$ cat src/rtl/can_pkg.sv
// Shared definitions for the CAN bridge transmit/receive paths: field widths,
// FSM state encoding (also reported on statev) and the CRC-15 step.
package can_pkg;

  localparam int                  ID_BITS   = 11;
  localparam int                  CRC_BITS  = 15;
  localparam logic [CRC_BITS-1:0] CRC_POLY  = 15'h4599;
  localparam int                  EOF_BITS  = 7;
  localparam int                  MAX_BYTES = 8;
  localparam int                  CNT_W     = 4;

  typedef enum logic [3:0] {
    S_IDLE = 4'd0,
    S_SOF  = 4'd1,
    S_ID   = 4'd2,
    S_CTRL = 4'd3,
    S_DATA = 4'd4,
    S_CRC  = 4'd5,
    S_ACK  = 4'd6,
    S_EOF  = 4'd7
  } state_t;

  // Control byte as it appears on the wire, MSB first.
  typedef struct packed {
    logic [3:0] reserved;
    logic [3:0] dlc;
  } ctrl_t;

  function automatic logic [3:0] clamp_dlc(input logic [3:0] dlc);
    return (dlc > 4'(MAX_BYTES)) ? 4'(MAX_BYTES) : dlc;
  endfunction

  function automatic logic [CRC_BITS-1:0] crc15_next(input logic [CRC_BITS-1:0] crc,
                                                    input logic                b);
    return {crc[CRC_BITS-2:0], 1'b0} ^ ((b ^ crc[CRC_BITS-1]) ? CRC_POLY : '0);
  endfunction

endpackage

$ cat src/rtl/can_crc15.sv
// Bit-serial CAN CRC-15 accumulator; shared by the transmitter and receiver.
module can_crc15
  import can_pkg::*;
(
  input  logic                clock,
  input  logic                reset,
  input  logic                clear,
  input  logic                bit_en,
  input  logic                bit_in,
  output logic [CRC_BITS-1:0] crc
);

  logic [CRC_BITS-1:0] r_crc;

  // NOTE: clocked state is written only with non-blocking assignments so every
  // register samples pre-edge values regardless of process evaluation order.
  always_ff @(posedge clock) begin
    if (reset || clear) begin
      r_crc <= '0;
    end else if (bit_en) begin
      r_crc <= crc15_next(r_crc, bit_in);
    end
  end

  assign crc = r_crc;

endmodule

$ cat src/rtl/can_tx.sv
// Bit-serial CAN frame transmitter: SOF, ID, control byte, payload, CRC-15,
// ACK and EOF, one bit per T_frame strobe, fed through a one-byte holding register.
module can_tx
  import can_pkg::*;
(
  input  logic               clock,
  input  logic               reset,
  input  logic               T_frame,
  input  logic               Can_tx_start,
  input  logic [ID_BITS-1:0] Can_tx_id,
  input  logic [3:0]         Can_tx_dlc,
  input  logic [7:0]         Can_tx_data_Bus,
  input  logic               Can_tx_data_valid,
  output logic               Can_tx_data_ready,
  output logic               Can_tx,
  output logic               Can_tx_busy,
  output logic               Can_tx_done,
  output logic               Can_tx_error,
  output logic [3:0]         statev
);

  state_t              r_state, w_next_state;
  logic                r_tx, r_done, r_error, r_full;
  logic [ID_BITS-1:0]  r_id;
  logic [3:0]          r_dlc;
  logic [CNT_W-1:0]    r_bit_cnt, r_byte_cnt;
  logic [7:0]          r_hold, r_shift;

  logic                w_accept, w_bit, w_crc_en, w_load_byte, w_underrun, w_finish;
  logic                w_cnt_clr, w_cnt_inc, w_byte_inc;
  logic [3:0]          w_nbytes;
  logic [CRC_BITS-1:0] w_crc;
  ctrl_t               w_ctrl;
  logic [CNT_W-1:0]    w_id_idx, w_crc_idx;
  logic [2:0]          w_bit_idx;

  assign w_accept  = (r_state == S_IDLE) && Can_tx_start;
  assign w_nbytes  = clamp_dlc(r_dlc);
  assign w_ctrl    = '{reserved: 4'b0000, dlc: r_dlc};
  assign w_id_idx  = CNT_W'(ID_BITS - 1) - r_bit_cnt;
  assign w_crc_idx = CNT_W'(CRC_BITS - 1) - r_bit_cnt;
  assign w_bit_idx = ~r_bit_cnt[2:0];

  can_crc15 u_crc (
    .clock  (clock),
    .reset  (reset),
    .clear  (w_accept),
    .bit_en (w_crc_en),
    .bit_in (w_bit),
    .crc    (w_crc)
  );

  always_ff @(posedge clock) begin
    if (reset) begin
      r_state <= S_IDLE;
    end else begin
      r_state <= w_next_state;
    end
  end

  // The state names the field whose next bit goes out on the coming strobe.
  always_comb begin
    // NOTE: every signal gets a default before the case so no path leaves one
    // unassigned, which would otherwise infer a latch.
    w_next_state = r_state;
    w_bit        = 1'b1;
    w_crc_en     = 1'b0;
    w_load_byte  = 1'b0;
    w_underrun   = 1'b0;
    w_finish     = 1'b0;
    w_cnt_clr    = 1'b0;
    w_cnt_inc    = 1'b0;
    w_byte_inc   = 1'b0;
    case (r_state)
      S_IDLE: begin
        if (Can_tx_start) w_next_state = S_SOF;
      end
      S_SOF: begin
        if (T_frame) begin
          w_bit        = 1'b0;
          w_crc_en     = 1'b1;
          w_cnt_clr    = 1'b1;
          w_next_state = S_ID;
        end
      end
      S_ID: begin
        if (T_frame) begin
          w_bit    = r_id[w_id_idx];
          w_crc_en = 1'b1;
          if (r_bit_cnt == CNT_W'(ID_BITS - 1)) begin
            w_cnt_clr    = 1'b1;
            w_next_state = S_CTRL;
          end else begin
            w_cnt_inc = 1'b1;
          end
        end
      end
      S_CTRL: begin
        if (T_frame) begin
          w_bit    = w_ctrl[w_bit_idx];
          w_crc_en = 1'b1;
          if (r_bit_cnt == CNT_W'(7)) begin
            w_cnt_clr    = 1'b1;
            w_next_state = (w_nbytes == 4'd0) ? S_CRC : S_DATA;
          end else begin
            w_cnt_inc = 1'b1;
          end
        end
      end
      S_DATA: begin
        if (T_frame) begin
          if (r_bit_cnt == '0 && !r_full) begin
            w_underrun   = 1'b1;
            w_next_state = S_IDLE;
          end else begin
            w_crc_en = 1'b1;
            if (r_bit_cnt == '0) begin
              w_load_byte = 1'b1;
              w_bit       = r_hold[7];
            end else begin
              w_bit = r_shift[w_bit_idx];
            end
            if (r_bit_cnt == CNT_W'(7)) begin
              w_cnt_clr  = 1'b1;
              w_byte_inc = 1'b1;
              if (r_byte_cnt == w_nbytes - 4'd1) w_next_state = S_CRC;
            end else begin
              w_cnt_inc = 1'b1;
            end
          end
        end
      end
      S_CRC: begin
        if (T_frame) begin
          w_bit = w_crc[w_crc_idx];
          if (r_bit_cnt == CNT_W'(CRC_BITS - 1)) begin
            w_cnt_clr    = 1'b1;
            w_next_state = S_ACK;
          end else begin
            w_cnt_inc = 1'b1;
          end
        end
      end
      S_ACK: begin
        if (T_frame) begin
          w_cnt_clr    = 1'b1;
          w_next_state = S_EOF;
        end
      end
      S_EOF: begin
        if (T_frame) begin
          if (r_bit_cnt == CNT_W'(EOF_BITS)) begin
            w_finish     = 1'b1;
            w_next_state = S_IDLE;
          end else begin
            w_cnt_inc = 1'b1;
          end
        end
      end
      default: w_next_state = S_IDLE;
    endcase
  end

  always_ff @(posedge clock) begin
    if (reset) begin
      r_tx       <= 1'b1;
      r_done     <= 1'b0;
      r_error    <= 1'b0;
      r_full     <= 1'b0;
      r_bit_cnt  <= '0;
      r_byte_cnt <= '0;
    end else begin
      r_done  <= w_finish;
      r_error <= w_underrun;
      if (T_frame && r_state != S_IDLE) r_tx <= w_bit;

      if (w_accept || w_cnt_clr) r_bit_cnt <= '0;
      else if (w_cnt_inc)        r_bit_cnt <= r_bit_cnt + 1'b1;

      if (w_accept)        r_byte_cnt <= '0;
      else if (w_byte_inc) r_byte_cnt <= r_byte_cnt + 1'b1;

      // Completion and abort flush a byte still waiting in the holding register.
      if (w_finish || w_underrun || w_load_byte) r_full <= 1'b0;
      else if (Can_tx_data_valid && !r_full)     r_full <= 1'b1;
    end
  end

  // NOTE: payload and latched-request registers carry no reset; they are only
  // read after a fresh start or a full flag qualifies them.
  always_ff @(posedge clock) begin
    if (w_accept) begin
      r_id  <= Can_tx_id;
      r_dlc <= Can_tx_dlc;
    end
    if (Can_tx_data_valid && !r_full) r_hold <= Can_tx_data_Bus;
    if (w_load_byte) r_shift <= r_hold;
  end

  assign Can_tx_data_ready = ~r_full;
  assign Can_tx            = r_tx;
  assign Can_tx_busy       = (r_state != S_IDLE);
  assign Can_tx_done       = r_done;
  assign Can_tx_error      = r_error;
  assign statev            = r_state;

endmodule

$ cat config.mk
export PLATFORM = sky130hd
export DESIGN_NAME = can_tx
export DESIGN_NICKNAME = d
export VERILOG_FILES = /design/src/rtl/can_pkg.sv /design/src/rtl/can_crc15.sv /design/src/rtl/can_tx.sv
export SDC_FILE = /design/constraint.sdc
export NUM_CORES = 1
export LEC_CHECK = 0
export ABC_AREA = 1
export ABC_CLOCK_PERIOD_IN_PS = 2700
export CORE_MARGIN = 10
export CORE_UTILIZATION = 45
export CTS_CLUSTER_DIAMETER = 80
export DETAILED_ROUTE_END_ITERATION = 12
export GPL_ROUTABILITY_DRIVEN = 0
export PLACE_DENSITY = 0.66
export SYNTH_ARGS = -nofsm -noshare
export SYNTH_HDL_FRONTEND = slang
export SYNTH_HIERARCHICAL = 1
export SYNTH_SLANG_ARGS = --single-unit
$ cat constraint.sdc
create_clock -name clock -period 2.7 [get_ports clock]
set_clock_uncertainty 0.1 [all_clocks]
set_input_delay 0.27 -clock clock [delete_from_list [all_inputs] [get_ports clock]]
set_output_delay 0.27 -clock clock [all_outputs]
set_load 0.01 [all_outputs]
==> run_results.csv <==
group,metric,value,unit
yosys,synth_edf_count,31,
grt,grt_max_degree,33,
setup_path,critPathKind,"flop to flop",
clocking,clk_latency,0.34,ns
grt,antenna_found_initial,0,
final_layout,final_util,56.32,%
yosys,yosysSeqAreaShare,47.35,%
setup_path,cp_slowest_cell,"dfxtp_1",
yosys,ys_seq_elements,61,
route,ant_nets,0,
yosys,yosysTopAreaCell,"edfxtp_1",
final_layout,fill_cells,663,
yosys,async_reset_ff_share,0,%
grt,grt_use_met1,15.71,%
timing,tightest_slew,0.6424,ns
setup_path,cp_slowest_stage_delay,0.50,ns
clocking,cts_resized,0,
floorplan,start_util,46.83,%
route,drc,0,
final_layout,diodes,0,
setup_path,reg2reg_slack,0.29,ns
yosys,synthesis.area,3234,µm²
grt,grt_use_met2,21.09,%
route,wl_per_cell,12.56,µm
setup_path,path_max_fanout,13,
timing,hold_violations,0,
setup_path,rr_worst_depth,15,
yosys,synthFlopType,"edfxtp_1",
route,drtIter0Drc,127,
route,vias_per_cell,4.905,
grt,track_usage,13.12,%
grt,grt_first_pass_wirelength,11950,µm
setup_path,cp-start-kind,"flop",
final_layout,area_delta_synth_final,20.27,%
floorplan,ios,37,
final_layout,drive_gt1_share,11.64,%
run_status,outcome,"complete, no violations",
clocking,clock-sinks,61,
timing,slew_viol_final,0,
yosys,synth.most_common_cell,"nand2_1",
clocking,cts_tree,"done",
timing,max-slew-margin-rel,57.01,%
yosys,syn_inst,416,
timing,tns,0,ns
setup_path,crit_chain,"inv_2, ha_1, buf_4, nor2_1, o21ai_0, nand3_1, nand3_1, nand2_1, nand2_1, nand3_1, inv_1, nand2_1, nand2_2, o21ai_0, inv_1",
place,dp_hpwl,5311,µm
grt,grt_pass1_vias,2643,
place,place_ws,0.2905,ns
route,wl,7034,µm
min_path,hold_path_end,"r_shift[0]",
grt,gr-usage-met3,4.545,%
clocking,htree_num_levels,3,
setup_path,r2r_end,"u_crc/crc[0]",
route,num_vias,2747,
power_and_ir_drop,ir_drop,0.4456,mV
setup_path,required,2.84,ns
floorplan,dieArea,10980,µm²
timing,fmax,414.2,MHz
clocking,hold_buffers,0,
clocking,root_buffer,"clkbuf_8",
timing,post-route-period-util,89.42,%
yosys,synth.distinct_cells,34,
flow_run,drv_cap,0,
setup_path,worstPathArrival,2.55,ns
floorplan,num_rows,30,
min_path,hp-start,"r_hold[0]",
setup_path,r2r_start,"r_bit_cnt[0]",
clocking,clockBufferDepth,2,
place,portBuffers,35,
timing,setup_violations,0,
yosys,synth.area.top_cells,"edfxtp_1 29%, dfxtp_1 19%, nand2_1 14%",
yosys,yosysTopAreaCellShare,28.78,%
min_path,hold_class,"flop to flop",
min_path,holdPathStages,0,
yosys,syn_nets,449,
timing,rsz0062_at_grt,"false",
route,dr.pass1.iters,4,
yosys,synth_common_cells,"122 x nand2_1, 46 x inv_1, 45 x nand3_1",
floorplan,die_x,104.8,µm
final_layout,finalNetCount,492,
power_and_ir_drop,powerDensity,887.9,nW/µm²
clocking,cts_setup_buffers,0,
grt,grt_overflow,0,
power_and_ir_drop,p_leak,1.594,nW
grt,top_usage_layer,"met2",
floorplan,die_y,104.8,µm
clocking,cts_made_buffers,9,
clocking,clk_pin_slew,0.07,ns
setup_path,worstSetupEndpointType,"flop",
yosys,postSynthAreaPerCell,7.775,µm²
yosys,yosysWarnings,6,
timing,period_needed,2.414,ns
timing,layout_setup_ws,0.2856,ns
floorplan,core_area,6907,µm²
[worst max-delay path: cells and delay by family, from the launching register on]
kind	cells	cell delay [ns]
AO/OA/AOI/OAI	2	0.28
adder cells (fa/ha/maj)	1	0.38
buffers and inverters	4	0.35
flip-flops	1	0.50
AND/OR/NAND/NOR	8	0.69
[metal layers]
layer	wire, µm	vias up
li1	-	1423
met1	3141	1247
met2	3320	63
met3	438	14
met4	133	0
met5	0	-
[area by class of cell]
cell class | count | area, µm² | area share [%]
sequential | 61 | 1531 | 39.37
multi-input combinational | 287 | 1400 | 35.99
timing repair buffer | 45 | 437.9 | 11.26
inverter | 55 | 209.0 | 5.371
clock buffer | 10 | 127.6 | 3.281
tap | 96 | 120.1 | 3.088
clock inverter | 6 | 63.81 | 1.640
[cells by family (layout without fill, tap and decap cells)]
kind of cell | count (synthesis) | after routing | synth area share [%]
AOI/OAI and AO/OA | 47 | 47 | 7.969
xor gates and xnor gates | 7 | 7 | 1.896
adders and majority gates | 5 | 5 | 1.934
buffers and inverters | 68 | 116 | 9.478
DFF | 61 | 61 | 47.35
other | 1 | 1 | 0.1159
and+or+nand+nor | 227 | 227 | 31.26
[worst max-delay path by stage]
stage | from | to | slack [ns] | cells after the start
detailed placement | r_bit_cnt[0] | u_crc/crc[8] | 0.29 | 15
CTS | r_bit_cnt[0] | u_crc/crc[0] | 0.29 | 15
global route | r_bit_cnt[0] | u_crc/crc[3] | 0.01 | 15
finish | r_bit_cnt[0] | u_crc/crc[0] | 0.29 | 15
global placement | r_bit_cnt[0] | u_crc/crc[14] | 0.39 | 15
floorplan | statev[2] | r_shift[0] | 0.37 | 7
[state kept, by name (all words and copies together) (netlist names)]
register	count
Can_tx	1
Can_tx_done	1
Can_tx_error	1
r_bit_cnt	4
r_byte_cnt	4
r_dlc	4
r_full	1
r_hold	8
r_id	11
r_shift	8
statev	3
u_crc/crc	15
[power by group]
| part | internal [mW] | switching (mW) | total (mW) |
|---|---|---|---|
| registers | 1.14 | 0.119 | 1.26 |
| clock network | 0.424 | 0.364 | 0.788 |
| logic | 0.522 | 0.886 | 1.41 |
| total | 2.09 | 1.37 | 3.45 |
[cells in the final DEF, fill, tap and decap left out, types with 2 or more instances in the layout]
cell	Yosys	layout
nand2_1	122	122
inv_1	46	46
nand3_1	45	45
clkdlybuf4s50_1	0	35
nor2_1	34	34
edfxtp_1	31	31
dfxtp_1	30	30
a21oi_1	29	28
clkbuf_8	2	9
buf_4	2	9
inv_2	8	8
o21ai_0	8	8
nand2_2	8	8
xor2_1	6	6
nor3_1	5	5
o21ai_1	5	5
ha_1	5	5
nand4_1	3	3
o21ai_2	3	3
nor2_4	2	2
nor2_2	2	2
clkinv_2	0	2
clkinvlp_4	0	2
[through the flow]
stage	hold WS [ns]	area, µm²	total power [mW]	instances
3_5_place_dp	0.3052	3699	2.693	544
6_report	0.3172	3890	3.454	560
3_3_place_gp	0.3016	3699	2.660	544
2_1_floorplan	0.2415	3234	2.321	416
5_1_grt	0.3301	3890	3.725	560
4_1_cts	0.3210	3890	3.487	560
(Power assumes the default switching activity.)
